**src/rtl/uart_tx_fifo_if.sv**
```systemverilog
// Handshake bundle between host, uart_tx_fifo and the downstream uart_tx.
// The slave modport is the FIFO's view; master is the host/transmitter side.
interface uart_tx_fifo_if #(
    parameter int DATA_WIDTH = 8,
    parameter int DEPTH      = 16
);
    localparam int AW = $clog2(DEPTH);

    logic                  wr_en;
    logic [DATA_WIDTH-1:0] wr_data;
    logic                  wr_parity;
    logic                  full;
    logic                  empty;
    logic [AW:0]           level;
    logic                  overflow;
    logic                  tx_ready;
    logic                  tx_done;
    logic                  start;
    logic [DATA_WIDTH-1:0] tx_data;
    logic                  parity;
    logic                  busy;

    modport slave (
        input  wr_en, wr_data, wr_parity, tx_ready, tx_done,
        output full, empty, level, overflow, start, tx_data, parity, busy
    );

    modport master (
        output wr_en, wr_data, wr_parity, tx_ready, tx_done,
        input  full, empty, level, overflow, start, tx_data, parity, busy
    );
endinterface

```
**src/rtl/uart_tx_fifo.sv**
```systemverilog
// Circular byte buffer with per-word parity flag that feeds uart_tx through
// its start/ready/done handshake; the head entry is popped only on tx_done.
module uart_tx_fifo #(
    parameter int DATA_WIDTH = 8,
    parameter int DEPTH      = 16
) (
    input  logic           clk,
    input  logic           rst,
    uart_tx_fifo_if.slave  bus
);
    localparam int AW = $clog2(DEPTH);

    typedef enum logic [1:0] {
        S_IDLE,
        S_LAUNCH,
        S_WAIT
    } state_t;

    state_t                r_state;
    state_t                w_state_next;
    logic [DATA_WIDTH:0]   r_mem [DEPTH];
    logic [AW-1:0]         r_wr_ptr;
    logic [AW-1:0]         r_rd_ptr;
    logic [AW:0]           r_level;
    logic [DATA_WIDTH-1:0] r_tx_data;
    logic                  r_parity;
    logic                  r_overflow;

    logic w_full;
    logic w_empty;
    logic w_push;
    logic w_pop;
    logic w_load;

    assign w_full  = (r_level == (AW+1)'(DEPTH));
    assign w_empty = (r_level == '0);
    assign w_push  = bus.wr_en && !w_full;

    always_comb begin
        w_state_next = r_state;
        w_load       = 1'b0;
        w_pop        = 1'b0;
        case (r_state)
            S_IDLE: begin
                if (!w_empty && bus.tx_ready) begin
                    w_load       = 1'b1;
                    w_state_next = S_LAUNCH;
                end
            end
            S_LAUNCH: begin
                if (!bus.tx_ready) w_state_next = S_WAIT;
            end
            S_WAIT: begin
                if (bus.tx_done) begin
                    w_pop        = 1'b1;
                    w_state_next = S_IDLE;
                end
            end
            default: w_state_next = S_IDLE;
        endcase
    end

    always_ff @(posedge clk or posedge rst) begin
        if (rst) begin
            r_state    <= S_IDLE;
            r_wr_ptr   <= '0;
            r_rd_ptr   <= '0;
            r_level    <= '0;
            r_tx_data  <= '0;
            r_parity   <= 1'b0;
            r_overflow <= 1'b0;
        end else begin
            r_state    <= w_state_next;
            r_overflow <= bus.wr_en && w_full;
            if (w_push) r_wr_ptr <= r_wr_ptr + 1'b1;
            if (w_pop)  r_rd_ptr <= r_rd_ptr + 1'b1;
            case ({w_push, w_pop})
                2'b10:   r_level <= r_level + 1'b1;
                2'b01:   r_level <= r_level - 1'b1;
                default: r_level <= r_level;
            endcase
            if (w_load) begin
                r_tx_data <= r_mem[r_rd_ptr][DATA_WIDTH-1:0];
                r_parity  <= r_mem[r_rd_ptr][DATA_WIDTH];
            end
        end
    end

    // Storage is not reset; full blocks any write into the still-unpopped head slot.
    always_ff @(posedge clk) begin
        if (w_push) r_mem[r_wr_ptr] <= {bus.wr_parity, bus.wr_data};
    end

    assign bus.full     = w_full;
    assign bus.empty    = w_empty;
    assign bus.level    = r_level;
    assign bus.overflow = r_overflow;
    assign bus.start    = (r_state == S_LAUNCH);
    assign bus.tx_data  = r_tx_data;
    assign bus.parity   = r_parity;
    assign bus.busy     = (r_state != S_IDLE);
endmodule

```
**src/flat_wrapper.sv**
```systemverilog
// flat-port wrapper written by rule: the top's interface ports become plain ports
module uart_tx_fifo_flat 
#(
    parameter int DATA_WIDTH = 8,
    parameter int DEPTH      = 16
)
  (clk, rst, bus_wr_en, bus_wr_data, bus_wr_parity, bus_tx_ready, bus_tx_done, bus_full, bus_empty, bus_level, bus_overflow, bus_start, bus_tx_data, bus_parity, bus_busy);
  uart_tx_fifo_if #(.DATA_WIDTH(DATA_WIDTH), .DEPTH(DEPTH)) bus_i ();
  input  logic clk;
  input  logic rst;
  input wire logic [$bits(bus_i.wr_en)-1:0] bus_wr_en;
  input wire logic [$bits(bus_i.wr_data)-1:0] bus_wr_data;
  input wire logic [$bits(bus_i.wr_parity)-1:0] bus_wr_parity;
  input wire logic [$bits(bus_i.tx_ready)-1:0] bus_tx_ready;
  input wire logic [$bits(bus_i.tx_done)-1:0] bus_tx_done;
  output wire logic [$bits(bus_i.full)-1:0] bus_full;
  output wire logic [$bits(bus_i.empty)-1:0] bus_empty;
  output wire logic [$bits(bus_i.level)-1:0] bus_level;
  output wire logic [$bits(bus_i.overflow)-1:0] bus_overflow;
  output wire logic [$bits(bus_i.start)-1:0] bus_start;
  output wire logic [$bits(bus_i.tx_data)-1:0] bus_tx_data;
  output wire logic [$bits(bus_i.parity)-1:0] bus_parity;
  output wire logic [$bits(bus_i.busy)-1:0] bus_busy;
  assign bus_i.wr_en = bus_wr_en;
  assign bus_i.wr_data = bus_wr_data;
  assign bus_i.wr_parity = bus_wr_parity;
  assign bus_i.tx_ready = bus_tx_ready;
  assign bus_i.tx_done = bus_tx_done;
  assign bus_full = bus_i.full;
  assign bus_empty = bus_i.empty;
  assign bus_level = bus_i.level;
  assign bus_overflow = bus_i.overflow;
  assign bus_start = bus_i.start;
  assign bus_tx_data = bus_i.tx_data;
  assign bus_parity = bus_i.parity;
  assign bus_busy = bus_i.busy;
  uart_tx_fifo #(.DATA_WIDTH(DATA_WIDTH), .DEPTH(DEPTH)) u_core (.clk(clk), .rst(rst), .bus(bus_i));
endmodule
```
**config.mk**
```make
export PLATFORM = sky130hd
export DESIGN_NAME = uart_tx_fifo_flat
export DESIGN_NICKNAME = d
export VERILOG_FILES = /design/src/rtl/uart_tx_fifo_if.sv /design/src/rtl/uart_tx_fifo.sv /design/src/flat_wrapper.sv
export SDC_FILE = /design/constraint.sdc
export NUM_CORES = 1
export LEC_CHECK = 0
export CORE_MARGIN = 4
export CORE_UTILIZATION = 30
export DETAILED_ROUTE_END_ITERATION = 12
export GPL_TIMING_DRIVEN = 0
export MAX_ROUTING_LAYER = met4
export PLACE_DENSITY = 0.47
export SKIP_LAST_GASP = 1
export SLEW_MARGIN = 20
export SYNTH_ARGS = -nofsm -noshare
export SYNTH_HDL_FRONTEND = slang
export SYNTH_SLANG_ARGS = --single-unit
```
**constraint.sdc**
```tcl
create_clock -name clk -period 2.3 [get_ports clk]
set_input_delay 0.46 -clock clk [delete_from_list [all_inputs] [get_ports clk]]
set_output_delay 0.46 -clock clk [all_outputs]
set_load 0.05 [all_outputs]
```
# Yosys cells after proc, flatten, opt, wreduce, memory -nomap -nowiden
# Memory sizes are Yosys's and may differ from the RTL's. A register that Yosys moved wholly into a read port is not among the register bits.
# Cells that the tools add are included.
# Widths: inputs -> output; s select.
dict set report classes {
  addsub 4
  n_eq_ne 8
  mux 11
  n_reduce_logical 10
}
# cell n
set ops {}
lappend ops {{$pmux 5 s2} 1}
lappend ops {{$add 4x1->4 const B} 2}
lappend ops {{$mux 1} 6}
lappend ops {{$mux 2} 3}
lappend ops {{$pmux 2 s3} 1}
lappend ops {{$add 5x1->5 const B} 1}
lappend ops {{$eq 5x5->1 const B} 1}
lappend ops {{$logic_not 5->1} 1}
lappend ops {{$sub 5x1->5 const B} 1}
lappend ops {{$eq 2x1->1 const B} 2}
lappend ops {{$eq 2x2->1 const B} 2}
lappend ops {{$ne 2x2->1 const B} 2}
lappend ops {{$reduce_bool 2->1} 2}
lappend ops {{$logic_and 1x1->1} 3}
lappend ops {{$reduce_and 3->1} 1}
lappend ops {{$logic_not 1->1} 2}
lappend ops {{$logic_not 2->1} 1}
lappend ops {{$ne 2x1->1 const B} 1}
dict set report word_totals {
  ff_bits 16
  mem_bits_rw 144
  input_bits 14
  output_inout_bits 19
  elab_cells 39
  n_memories 1
}
# name words word_bits read_ports rd_ports_with_merged_regs wr line
set memory_table {}
lappend memory_table {u_core.r_mem 16 9 1 1 1 uart_tx_fifo.sv:21} ;# logic [DATA_WIDTH:0] r_mem [DEPTH];

# Longest topological paths before layout
dict set report depth {
  ltp_word 5
  ltp_mapped 12
  mapped_depth_nobuf 10
}

# Worst setup path after synthesis
# OpenSTA, ideal clock, no wires.
dict set report synth_timing {
  kind {register -> register}
  start {reg u_core.r_level[1], in the netlist u_core.bus.level[1]}
  end {reg u_core.r_level[4], in the netlist u_core.bus.level[4]}
  setup_time_ns 0.080
  t_arrival_ns 2.684
  t_required_ns 2.220
  setup_slack_ns -0.464
  stages_incl_launch_ff 13
  n_path_buf 2
  period_less_slack_ns 2.764
  path_cell_list {dfrtp_1 -> buf_6 -> nor4_4 -> a21boi_2 -> inv_1 -> ha_1 -> clkbuf_1 -> xor2_1 -> ha_1 -> a21o_1 -> nand3_1 -> a31oi_1 -> xnor2_1}
}
dict set report synth_via {
  elab_chain_cells 5
  word_cells_on_any_way 9
  cone_classes {add/sub: 2; eq/ne: 3; mux: 1; reduce/logical: 3}
}
# element line
set synth_rtl {}
lappend synth_rtl {{start: declaration} uart_tx_fifo.sv:24} ;# logic [AW:0] r_level;
lappend synth_rtl {{start signal: assignment} uart_tx_fifo.sv:78} ;# 2'b10: r_level <= r_level + 1'b1;
lappend synth_rtl {{start signal: assignment} uart_tx_fifo.sv:79} ;# 2'b01: r_level <= r_level - 1'b1;
lappend synth_rtl {{start signal: assignment} uart_tx_fifo.sv:80} ;# default: r_level <= r_level;
lappend synth_rtl {{$eq 5x5->1} uart_tx_fifo.sv:35} ;# assign w_full = (r_level == (AW+1)'(DEPTH));
lappend synth_rtl {{$logic_not 1->1} uart_tx_fifo.sv:37} ;# assign w_push = bus.wr_en && !w_full;
lappend synth_rtl {{$logic_and 1x1->1} uart_tx_fifo.sv:37}
lappend synth_rtl {{$eq 2x1->1 / $eq 2x2->1 (equally long branches)} uart_tx_fifo.sv:77} ;# case ({w_push, w_pop})
lappend synth_rtl {{$pmux 5 s2 / $reduce_bool 2->1 (equally long branches)} -}
# Parallel ways exist; a longest one is shown, timed or not.
# A chain may end at the register's enable or synchronous reset.

# Worst setup path after layout
dict set report layout_timing {
  start {reg u_core.r_level[1], in the netlist u_core.bus.level[1]}
  end {out bus_full}
}
dict set report layout_via {
  elab_chain_cells 1
}
# element line
set layout_rtl {}
lappend layout_rtl {{$eq 5x5->1} uart_tx_fifo.sv:35}
lappend layout_rtl {{end: declaration} flat_wrapper.sv:16} ;# output wire logic [$bits(bus_i.full)-1:0] bus_full;
# Every way passes these cells.

==> impl_metrics.prom <==
# TYPE chip_impl_metric gauge
chip_impl_metric{name="yosys.area_share.xor_xnor",unit=""} 0.0154
chip_impl_metric{name="cts.sink_count",unit=""} 169
chip_impl_metric{name="drt_pass1_iterations",unit=""} 5
chip_impl_metric{name="compound_gate_portion_of_the_synthesized_area",unit=""} 0.0415
chip_impl_metric{name="worst-endpoint-arrival",unit="ns"} 1.81
chip_impl_metric{name="detail-route-antenna-nets",unit=""} 0
chip_impl_info{name="ys_dominant_reg_cell",value="edfxtp_1"} 1
chip_impl_metric{name="netlist-cell-type-count",unit=""} 40
chip_impl_metric{name="postSynthCellCount",unit=""} 350
chip_impl_metric{name="final-max-slew-violation-count",unit=""} 0
chip_impl_metric{name="report.power.total",unit="µW"} 10700
chip_impl_metric{name="maximum_operating_frequency",unit="GHz"} 0.441
chip_impl_metric{name="fraction_of_the_yosys_area_taken_by_sequential_cells",unit=""} 0.727
chip_impl_metric{name="drt-initial-drc-count",unit=""} 246
chip_impl_metric{name="drt_drc_violations_left",unit=""} 0
chip_impl_metric{name="initial_core_util",unit=""} 0.308
chip_impl_metric{name="gp_congestion",unit=""} 0.743
chip_impl_metric{name="max-cap-violations",unit=""} 0
chip_impl_info{name="post-synth-top-count-cell",value="edfxtp_1"} 1
chip_impl_metric{name="drt_wl_total",unit="µm"} 14700
chip_impl_metric{name="gr_overflow_total",unit=""} 0
chip_impl_metric{name="final.setup.worst_slack",unit="ns"} 0.0341
chip_impl_metric{name="synthToLayoutAreaGrowth",unit="%"} 21.3
chip_impl_metric{name="finalCritPeriodShare",unit=""} 0.985
chip_impl_metric{name="grt_start_max_net_pins",unit=""} 26
chip_impl_info{name="yosysTopAreaCell",value="edfxtp_1"} 1
chip_impl_metric{name="number_of_flip_flops_and_latches_in_the_synthesized_netlist",unit=""} 169
chip_impl_info{name="worst_hold_path_type",value="in2async"} 1
chip_impl_metric{name="worstMarginPinSlew",unit="ns"} 0.930
chip_impl_metric{name="worst-path-max-fanout",unit=""} 3
chip_impl_metric{name="synth.net_count",unit=""} 372
chip_impl_info{name="start_kind",value="flop"} 1
chip_impl_metric{name="power_density_normalized_to_cell_area",unit="nW/µm²"} 1290
chip_impl_metric{name="cellLeakagePower",unit="µW"} 0.00276
chip_impl_metric{name="grt_util_all_layers",unit=""} 0.128
chip_impl_metric{name="synth_adder_area_share",unit=""} 0.0147
chip_impl_info{name="launch_instance_of_the_worst_register_to_register_path",value="u_core.bus.level[1]"} 1
chip_impl_metric{name="worstPathRequired",unit="ns"} 1.84
chip_impl_metric{name="layout-drive-gt1-share",unit=""} 0.312
chip_impl_metric{name="synth_area",unit="µm²"} 6810
chip_impl_info{name="timing.critical_path.to_type",value="primary output"} 1
chip_impl_info{name="synth_common_cells",value="144 x edfxtp_1, 36 x mux4_2, 25 x dfrtp_1"} 1
chip_impl_metric{name="postLayoutCellArea",unit="µm²"} 8260
chip_impl_metric{name="avgSynthCellArea",unit="µm²"} 19.5
chip_impl_metric{name="number_of_global_route_vias_before_repair",unit=""} 3504
chip_impl_info{name="cts_root_buffer",value="clkbuf_16"} 1
chip_impl_metric{name="clock_buffer_count_from_cts",unit=""} 17
chip_impl_metric{name="synth_edf_count",unit=""} 144
chip_impl_metric{name="hold_viol_final",unit=""} 0
chip_impl_metric{name="cts-root-to-sink-buffers",unit=""} 2
chip_impl_metric{name="setup_tns",unit="ns"} 0
chip_impl_metric{name="floorplan.core_area",unit="µm²"} 22100
chip_impl_metric{name="report.final.setup_viol",unit=""} 0
chip_impl_metric{name="synth.yosys.warnings",unit=""} 0
chip_impl_info{name="synth_top_family_by_area",value="multiplexers"} 1
chip_impl_metric{name="portbufs",unit=""} 32
chip_impl_metric{name="htree_num_levels",unit=""} 4
chip_impl_metric{name="synth_simple_gate_area_frac",unit=""} 0.0428
chip_impl_metric{name="placementRows",unit=""} 54
chip_impl_metric{name="vdd_ir_drop_max",unit="mV"} 0.415
chip_impl_info{name="status",value="finished, final reports clean"} 1
chip_impl_metric{name="async_reset_ff_frac",unit=""} 0.148
chip_impl_metric{name="grt_antenna_before_repair",unit=""} 0
chip_impl_info{name="path_class",value="reg2out"} 1
chip_impl_metric{name="pre_cts_slack",unit="ns"} -0.676
chip_impl_info{name="cts_tree",value="done"} 1
chip_impl_info{name="timing.critical_path.from",value="u_core.bus.level[1]"} 1
chip_impl_metric{name="dpl_cell_area",unit="µm²"} 7550
chip_impl_metric{name="boundaryPins",unit=""} 33
chip_impl_metric{name="yosys-mux-area-fraction",unit=""} 0.136
chip_impl_metric{name="fp.dieW",unit="µm"} 159
chip_impl_metric{name="post_drt_via_cell_ratio",unit=""} 4.74
chip_impl_metric{name="insertedDiodeCount",unit=""} 0
chip_impl_metric{name="cts_hold_repair.buffers",unit=""} 0
chip_impl_metric{name="synth_top_area_share",unit=""} 0.635
chip_impl_metric{name="post-dp-hpwl",unit="µm"} 9570
chip_impl_info{name="synth.top_cells.by_area",value="edfxtp_1 63%, mux4_2 12%, dfrtp_1 9.2%, a221oi_2 2.0%, ha_1 1.5%"} 1
chip_impl_metric{name="final-instance-count-excl-fill",unit=""} 706
chip_impl_metric{name="finalNetCount",unit=""} 435
chip_impl_metric{name="design.die.area",unit="µm²"} 25200
chip_impl_metric{name="timing.final.crit_period",unit="ns"} 2.27
chip_impl_metric{name="grt_first_pass_wirelength",unit="µm"} 22100
chip_impl_metric{name="cts.reportedPaths.clkPinSlew",unit="ns"} 0.06
chip_impl_metric{name="relSlewSlack",unit=""} 0.378
chip_impl_metric{name="floorplan_die_height",unit="µm"} 159
chip_impl_metric{name="placed_cells_incl_taps",unit=""} 666
chip_impl_metric{name="via_count",unit=""} 3345
chip_impl_info{name="rsz0062_at_grt",value="true"} 1
chip_impl_metric{name="finClkSkew",unit="ns"} 0.0259
chip_impl_metric{name="detail_route.wl_per_cell",unit="µm"} 20.9
chip_impl_metric{name="clk_latency",unit="ns"} 0.43
[power by group]
group | internal, µW | switching (µW) | leakage (µW) | total [µW]
registers | 3810 | 275 | 0.00159 | 4090
clock network | 1630 | 1210 | 0.000284 | 2830
logic | 1530 | 2200 | 0.000883 | 3740
total | 6970 | 3690 | 0.00276 | 10700
[stage by stage]
step,hold slack [ns],utilization
after global placement,0.548,0.339
after global routing,0.480,0.374
after detailed placement,0.562,0.342
after CTS,0.574,0.369
after floorplan,0.487,-
final,0.427,0.374
[layer usage]
layer,GRT usage,part of all wire
met1,0.180,0.47
met2,0.186,0.47
met3,0.0236,0.051
met4,0.0475,0.0077
met5,-,0
[final timing paths]
| kind | to | slack (ns) | cells past startpoint |
|---|---|---|---|
| setup / recovery | bus_full | 0.03 | 4 |
| hold / removal | u_core.r_wr_ptr[1] | 0.43 | 2 |
| setup reg to reg | u_core.bus.level[4] | 0.11 | 10 |
| hold reg to reg | u_core.r_rd_ptr[0] | 0.57 | 1 |
| max in group asynchronous | u_core.bus.level[0] | 1.45 | 2 |
| min in group clk | u_core.r_rd_ptr[0] | 0.57 | 1 |
[registers in the layout (all words and copies together), names as in the netlist]
register             cells
u_core.bus.level         5
u_core.bus.overflow      1
u_core.bus.parity        1
u_core.bus.tx_data       8
u_core.r_mem           144
u_core.r_rd_ptr          4
u_core.r_state           2
u_core.r_wr_ptr          4
[critical path, stage by stage (launching register included)]
cell	delay, ns
dfrtp_2	0.44
nor4_4	0.40
buf_4	0.18
and2_2	0.12
buf_2	0.25
[layout by cell type (no fill, tap or decap), types with 3 or more instances in the layout]
cell type        netlist  routed
edfxtp_1             144     144
mux4_2                36      36
clkdlybuf4s50_1        0      28
nor2_1                23      22
dfrtp_1               25      21
clkbuf_16              0      17
buf_4                  1      15
nand2_1               10      10
o22ai_1                9       9
mux2i_1                9       9
a221oi_2               9       9
buf_2                  5       7
inv_1                  8       6
xnor2_1                7       6
ha_1                   8       6
buf_1                  5       5
inv_6                  0       5
xor2_1                 5       4
nor3_2                 0       4
dfrtp_2                0       4
buf_6                  4       3
nand2b_1               4       3
clkinv_4               0       3
[cells by family after synthesis]
| group | Yosys count |
|---|---|
| fa+ha+maj | 8 |
| mux | 47 |
| simple gates | 58 |
| flops | 169 |
| xor+xnor | 12 |
| compound gates | 30 |
| buf+inv | 26 |
[final cells by class]
| cell class | count | area, µm² |
|---|---|---|
| Multi-Input combinational cell | 155 | 1810 |
| Clock inverter | 14 | 161 |
| Fill cell | 2034 | 13800 |
| Sequential cell | 169 | 4950 |
| Timing Repair Buffer | 46 | 413 |
| Buffer | 16 | 114 |
| Inverter | 8 | 30.0 |
| Tap cell | 280 | 350 |
| Clock buffer | 18 | 429 |
[timing repair]
| action | CTS | global route |
|---|---|---|
| pin swaps | 6 | 8 |
| gates resized for setup | 12 | 14 |
| setup buffers | 4 | 6 |
| setup endpoints to repair | 115 | 32 |
Power figures use the tool's default switching activity.
